<file path="config.mk">
export PLATFORM = sky130hd
export DESIGN_NAME = rv32_fetch_queue
export DESIGN_NICKNAME = d
export VERILOG_FILES = /design/src/rtl/rv32_fetch_queue.sv
export SDC_FILE = /design/constraint.sdc
export NUM_CORES = 1
export LEC_CHECK = 0
export ABC_AREA = 1
export CAP_MARGIN = 20
export CORE_MARGIN = 2
export CORE_UTILIZATION = 51
export CTS_CLUSTER_DIAMETER = 40
export DETAILED_ROUTE_END_ITERATION = 10
export PLACE_DENSITY = 0.76
export SLEW_MARGIN = 20
export SYNTH_ARGS = -nofsm -noshare
export SYNTH_HDL_FRONTEND = slang
export SYNTH_SLANG_ARGS = --single-unit
</file>
<file path="constraint.sdc">
create_clock -name clock -period 10.6 [get_ports clock]
set_input_delay 3.18 -clock clock [delete_from_list [all_inputs] [get_ports clock]]
set_output_delay 3.18 -clock clock [all_outputs]
set_load 0.1 [all_outputs]
</file>
<file path="src/rtl/rv32_fetch_queue.sv">
// rv32_fetch_queue: instruction-fetch stage of the RV32I pipeline.
// Owns the fetch PC, reads the (combinational) instruction memory, and
// buffers {PC, instruction} pairs in a small circular FIFO that feeds
// decode through a valid/ready handshake. An execute-stage redirect
// flushes the FIFO and restarts fetch at the (word-aligned) target.
module rv32_fetch_queue #(
    parameter logic [31:0] RESET_PC  = 32'h0000_0000,
    parameter int          DEPTH     = 4,
    parameter logic [31:0] NOP_INSTR = 32'h0000_0013
) (
    input  logic                     clock,
    input  logic                     reset,
    output logic [31:0]              io_imem_PC,
    input  logic [31:0]              io_imem_instr,
    input  logic                     io_redirect_valid,
    input  logic [31:0]              io_redirect_PC,
    output logic                     io_out_valid,
    input  logic                     io_out_ready,
    output logic [31:0]              io_out_instr,
    output logic [31:0]              io_out_PC,
    output logic [$clog2(DEPTH):0]   io_count
);

    localparam int PW = $clog2(DEPTH);
    localparam int CW = PW + 1;

    localparam logic [PW-1:0] PTR_ZERO = {PW{1'b0}};
    localparam logic [PW-1:0] PTR_ONE  = PW'(1'b1);
    localparam logic [CW-1:0] CNT_ZERO = {CW{1'b0}};
    localparam logic [CW-1:0] CNT_FULL = CW'(DEPTH);

    // Architectural state
    logic [31:0]   fetch_pc_r;
    logic [PW-1:0] rd_ptr_r;
    logic [PW-1:0] wr_ptr_r;
    logic [CW-1:0] count_r;
    logic [31:0]   pc_mem_r    [DEPTH];
    logic [31:0]   instr_mem_r [DEPTH];

    // Next-state and handshake signals
    logic [31:0]   fetch_pc_s;
    logic [PW-1:0] rd_ptr_s;
    logic [PW-1:0] wr_ptr_s;
    logic [CW-1:0] count_s;
    logic          out_valid_s;
    logic          pop_s;
    logic          push_s;
    logic [31:0]   head_instr_s;
    logic [31:0]   head_pc_s;
    logic [31:0]   redirect_target_s;
    logic          unused_redirect_offset_s;

    // The low two bits of a redirect target are meaningless for RV32I fetch.
    assign redirect_target_s        = {io_redirect_PC[31:2], 2'b00};
    assign unused_redirect_offset_s = ^io_redirect_PC[1:0];

    // Handshake: a redirect hides the head and blocks both push and pop.
    // Push-while-full is allowed only when the head leaves in the same cycle.
    always_comb begin
        out_valid_s = 1'b0;
        pop_s       = 1'b0;
        push_s      = 1'b0;
        if (io_redirect_valid) begin
            out_valid_s = 1'b0;
            pop_s       = 1'b0;
            push_s      = 1'b0;
        end else begin
            out_valid_s = (count_r != CNT_ZERO);
            pop_s       = out_valid_s & io_out_ready;
            push_s      = (count_r < CNT_FULL) | pop_s;
        end
    end

    // Next-state for fetch PC, pointers and occupancy; redirect wins over all.
    always_comb begin
        fetch_pc_s = fetch_pc_r;
        rd_ptr_s   = rd_ptr_r;
        wr_ptr_s   = wr_ptr_r;
        count_s    = count_r;
        if (io_redirect_valid) begin
            fetch_pc_s = redirect_target_s;
            rd_ptr_s   = PTR_ZERO;
            wr_ptr_s   = PTR_ZERO;
            count_s    = CNT_ZERO;
        end else begin
            if (push_s) begin
                fetch_pc_s = fetch_pc_r + 32'd4;
                wr_ptr_s   = wr_ptr_r + PTR_ONE;
            end else begin
                fetch_pc_s = fetch_pc_r;
                wr_ptr_s   = wr_ptr_r;
            end
            if (pop_s) begin
                rd_ptr_s = rd_ptr_r + PTR_ONE;
            end else begin
                rd_ptr_s = rd_ptr_r;
            end
            count_s = count_r + CW'(push_s) - CW'(pop_s);
        end
    end

    // Control-state registers with asynchronous reset.
    always_ff @(posedge clock or posedge reset) begin
        if (reset) begin
            fetch_pc_r <= RESET_PC;
            rd_ptr_r   <= PTR_ZERO;
            wr_ptr_r   <= PTR_ZERO;
            count_r    <= CNT_ZERO;
        end else begin
            fetch_pc_r <= fetch_pc_s;
            rd_ptr_r   <= rd_ptr_s;
            wr_ptr_r   <= wr_ptr_s;
            count_r    <= count_s;
        end
    end

    // FIFO storage: capture the fetched pair at the write pointer on push.
    always_ff @(posedge clock or posedge reset) begin
        if (reset) begin
            for (int i = 0; i < DEPTH; i++) begin
                pc_mem_r[i]    <= 32'h0000_0000;
                instr_mem_r[i] <= NOP_INSTR;
            end
        end else if (push_s) begin
            pc_mem_r[wr_ptr_r]    <= fetch_pc_r;
            instr_mem_r[wr_ptr_r] <= io_imem_instr;
        end else begin
            pc_mem_r[wr_ptr_r]    <= pc_mem_r[wr_ptr_r];
            instr_mem_r[wr_ptr_r] <= instr_mem_r[wr_ptr_r];
        end
    end

    // Head presentation: stored entry when occupied, a NOP bubble otherwise.
    always_comb begin
        head_instr_s = NOP_INSTR;
        head_pc_s    = 32'h0000_0000;
        if (count_r != CNT_ZERO) begin
            head_instr_s = instr_mem_r[rd_ptr_r];
            head_pc_s    = pc_mem_r[rd_ptr_r];
        end else begin
            head_instr_s = NOP_INSTR;
            head_pc_s    = 32'h0000_0000;
        end
    end

    assign io_imem_PC   = fetch_pc_r;
    assign io_out_valid = out_valid_s;
    assign io_out_instr = head_instr_s;
    assign io_out_PC    = head_pc_s;
    assign io_count     = count_r;

endmodule

</file>
## After elaboration in Yosys (flattened, before gate mapping)

Index checks and enable logic that the tools add are counted.

| storage, ports and cells | value |
|---|---|
| register bits | 295 |
| bits of input ports | 68 |
| output and inout bits | 100 |
| logic and storage cells | 61 |

| cells by class | value |
|---|---|
| $add $sub $neg | 5 |
| order comparisons | 4 |
| muxes and demuxes | 32 |
| bitwise operators | 4 |
| reduce and logical (&&, ||, !) cells | 4 |

Operators with widths:

| operator | count |
|---|---|
| 128-bit bitwise mux | 4 |
| 32-bit two-way mux | 13 |
| 32-bit binary-select mux with 2-bit select | 4 |
| 128-bit two-way mux | 2 |
| 32-bit demux with 2-bit select | 1 |
| 32-bit by 3-bit adder with 32-bit output, second input constant | 1 |
| 2-bit two-way mux | 4 |
| 3-bit greater-or-equal comparator, second input constant | 2 |
| 2-bit inverter with 3-bit output | 2 |
| 2-bit by 1-bit adder with 2-bit output, second input constant | 2 |
| 2-bit nonzero test | 2 |
| 3-bit by 1-bit adder with 3-bit output | 1 |
| 3-bit by 1-bit < comparator with 1-bit output, second input constant | 1 |
| 3-bit < comparator, second input constant | 1 |
| 1-bit two-way mux | 3 |
| 3-bit two-way mux | 1 |
| 3-bit nonzero test | 1 |
| 3-bit by 1-bit subtractor with 3-bit output | 1 |
| 1-bit bitwise AND | 1 |
| 1-bit logical AND | 1 |
| 1-bit OR | 1 |

## Longest topological paths before layout

| depth | value |
|---|---|
| depth after elaboration | 7 |
| depth in mapped cells | 13 |
| gate-level depth less buffers | 13 |

## Worst setup path after synthesis

OpenSTA, ideal clock, no wires.

| timing path | value |
|---|---|
| kind | input-to-output |
| from | input io_redirect_valid |
| to | output io_out_valid |
| arrival | 4,765 ps |
| data required time | 7,420 ps |
| setup slack | 2,655 ps |
| stages | 3 |
| buffers on the path | 2 |
| path through | buf_6 clkbuf_1 nor2_1 |

| on the way | value |
|---|---|
| cells in the longest elaborated chain, start to end | 1 |

Ends and longest elaborated chain:

| element | RTL line | text |
|---|---|---|
| start, declared | 15 | `input logic io_redirect_valid,` |
| 1-bit two-way mux | 63 | `if (io_redirect_valid) begin` |
| end, declared | 17 | `output logic io_out_valid,` |

Every way passes these cells.

## Worst setup path in the final report

Same ends and word-level chain as after synthesis.

==> results by group <==
Status
  • Status: finished clean

Critical path
  • Worst-path maximum fanout: 33
  • WP data arrival: between 5000 and 6000 ps
  • Worst R2R Setup Slack: roughly 6900 ps
  • Crit. End Element: primary output
  • Startpoint Class: primary input
  • Setup CP Type: in2out
  • Worst reg-to-reg path cell count: 14
  • Worst Path Required: ~7400 ps

Global routing
  • Vias in the first global route: 15600
  • Largest net degree at the start of global routing: 99
  • Total GRT Usage: 0.287
  • First-pass GRT wire length: 78900 µm
  • Initial antenna violation count: 0
  • Global route overflow: 0

Min path
  • Hold Path Class: reg2reg
  • Hold Crit Depth: 2

Floorplan
  • Core area: between 30000 and 40000 µm²
  • Die area: between 30000 and 40000 µm²
  • Die Y: about 180 µm
  • Top Ports: ~170
  • Die W: around 180 µm
  • Starting Density: 0.516
  • Rows: between 60 and 70

Routing
  • ANT nets after route: 0
  • Vias/cell: between 5 and 6
  • DR DRC count: 0
  • DRT Wirelength: just under 50000 µm
  • Drt pass-1 iters: 6
  • 1st-iter DRT viols: 1583
  • Routed length per instance: between 15 and 20 µm
  • DR vias: about 16000

Clocking
  • Sinks on Clock Net: between 200 and 300
  • CTS Buffer Depth: 3
  • CTS tree: done
  • Post_cts resized: 0
  • Clock buffer count from CTS: 41
  • Post-CTS setup buffers: 0
  • CTS Hold Bufs: 0
  • Clk Latency, worst-skew pair: 540 ps
  • CTS Root Cell: clkbuf_16
  • Reg clk slew, reported paths: about 50 ps
  • H-Tree Depth: 2

Cells and area
  • Nets@finish: 2355
  • Post-layout util: 0.608
  • Share of post-route cells with drive strength above 1: 0.0835
  • Fill count: 2898
  • Area delta synth->final: 17.9%
  • # diodes: 0

Synthesis
  • Register area share after synthesis: 0.440
  • Synth warn: 0
  • Yosys reg bits: about 290
  • Top cell type's share of synthesized area: 0.421
  • Post-synth top area cell: dfrtp_1
  • Synth Cell Area: between 15000 and 20000 µm²
  • Top post-synthesis cells by area: dfrtp_1 42%, nand2_1 10%, nand3_1 7.6%
  • Synth Flop Type: dfrtp_1
  • Commonest cells post-synth: 451 x nand2_1, 281 x dfrtp_1, 255 x nand3_1, 243 x o21ai_0, 181 x a21oi_1
  • Post-synth EDFFs: 0
  • Most numerous cell in the Yosys netlist: nand2_1
  • Mean post-synth cell area: approximately 7.5 µm²
  • Syn Inst Count: 2220
  • Share of flip-flops with an asynchronous set or reset: 1.00
  • Synth cell types: 43

STA
  • Min Tclk post-route: just over 8000 ps
  • Clock Skew: 21.9 ps
  • Fin crit share: 0.782
  • RSZ-0062 raised after global routing: no
  • Relative slew slack: 0.267
  • Final setup violation count: 0
  • Hold Fails Final Rpt: 0
  • TNS Setup: 0 ps
  • Final worst slack: ~2300 ps
  • Max Clock Freq: between 100 and 150 MHz
  • Worst-margin pin slew: about 1100 ps
  • Max Slew Vio Count: 0

Power
  • Sequential Power Share: 0.270
  • Peak VDD IR: 378 µV
  • Sw frac: 0.525
  • Comb pwr share: 0.540
  • Leak: around 8.4 nW
  • P_sw: slightly below 4 mW
  • PwrDens: 380 nW/µm²
  • Power Internal: between 3 and 4 mW
  • Clock network power share: 0.190

Place
  • GP Congestion: between 0.8 and 0.9
  • DP Wirelength: around 29000 µm
  • Port Buffer Count: about 160
  • Worst slack at placement: between 2000 and 2500 ps

Run
  • Maxcap violations: 0
[cell usage in the layout (no fill, tap or decap), types with 5 or more instances in the layout]
cell type,instances
nand2_1,451
dfrtp_1,278
nand3_1,255
o21ai_0,243
a21oi_1,181
clkdlybuf4s50_1,163
nor2_1,142
inv_1,136
o21ai_1,116
o211ai_1,94
clkbuf_16,43
or2_2,37
buf_4,21
o22ai_2,15
a22oi_1,14
nand4_1,12
dfstp_2,12
inv_6,10
clkinv_2,7
o22ai_1,6
nor2_4,5
nor3_1,5
clkinvlp_4,5
clkbuf_1,5
bufinv_16,5
[layout make-up]
type / count / area, µm² / share of cell area
Multi-Input combinational cell: 1611 / 7960 / 0.405
Tap cell: 442 / 553 / 0.0281
Sequential cell: 293 / 7360 / 0.374
Inverter: 145 / 554 / 0.0282
Clock inverter: 25 / 305 / 0.0155
Clock buffer: 50 / 1120 / 0.0570
Timing Repair Buffer: 187 / 1820 / 0.0926
[registers in the layout, indices dropped and copies added, names as in the netlist]
name,flops
instr_mem_r,128
pc_mem_r,128
io_imem_PC,30
io_count,3
rd_ptr_r,2
wr_ptr_r,2
[final timing paths]
kind	from	end
max	io_redirect_valid	io_out_valid
min	instr_mem_r[33]	instr_mem_r[33]
max reg2reg	io_count[1]	io_count[2]
min reg2reg	instr_mem_r[33]	instr_mem_r[33]
max in group asynchronous	reset	instr_mem_r[85]
min in group asynchronous	reset	pc_mem_r[26]
[critical path: stages]
cell and delay (ps):
clkdlybuf4s50_1 390, buf_4 250, nor2_1 140, clkdlybuf4s50_1 1140
[power by group through the flow]
stage	Clock, mW	Combinational, mW	Sequential (mW)
2_1_floorplan	0	3.01	2.06
4_1_cts	1.44	4.03	2.01
5_1_grt	1.49	4.33	2.08
6_report	1.42	4.04	2.02
3_5_place_dp	0	4.01	2.02
3_3_place_gp	0	3.95	2.00
[per-layer routing]
| metal | wire [µm] | global-route usage | share of wire |
|---|---|---|---|
| met5 | 0 | 0 | 0 |
| met4 | 1610 | 0.109 | 0.033 |
| met3 | 4340 | 0.0456 | 0.088 |
| met2 | 23800 | 0.489 | 0.48 |
| met1 | 19800 | 0.369 | 0.40 |
[cells by family (layout without fill, tap and decap cells)]
logic type	Yosys count	after routing	share of synthesized area
adder cells (fa/ha/maj)	8	8	0.00645
AO/OA/AOI/OAI	677	677	0.229
XOR/XNOR	1	1	0.000525
flip-flops	293	293	0.440
buffers and inverters	317	407	0.0838
other	1	2	0.000225
AND/OR/NAND/NOR	923	923	0.240
[through the flow]
| step | power, mW | hold WS (ps) | instance area, µm² | instances |
|---|---|---|---|---|
| final | 7.48 | 479 | 19700 | 2753 |
| after global routing | 7.90 | 492 | 19700 | 2753 |
| after CTS | 7.48 | 479 | 19700 | 2753 |
| after detailed placement | 6.03 | 469 | 18200 | 2678 |
| after global placement | 5.94 | 463 | 18200 | 2678 |
| after floorplan | 5.07 | 454 | 16700 | 2221 |
Power figures use the tool's default switching activity.
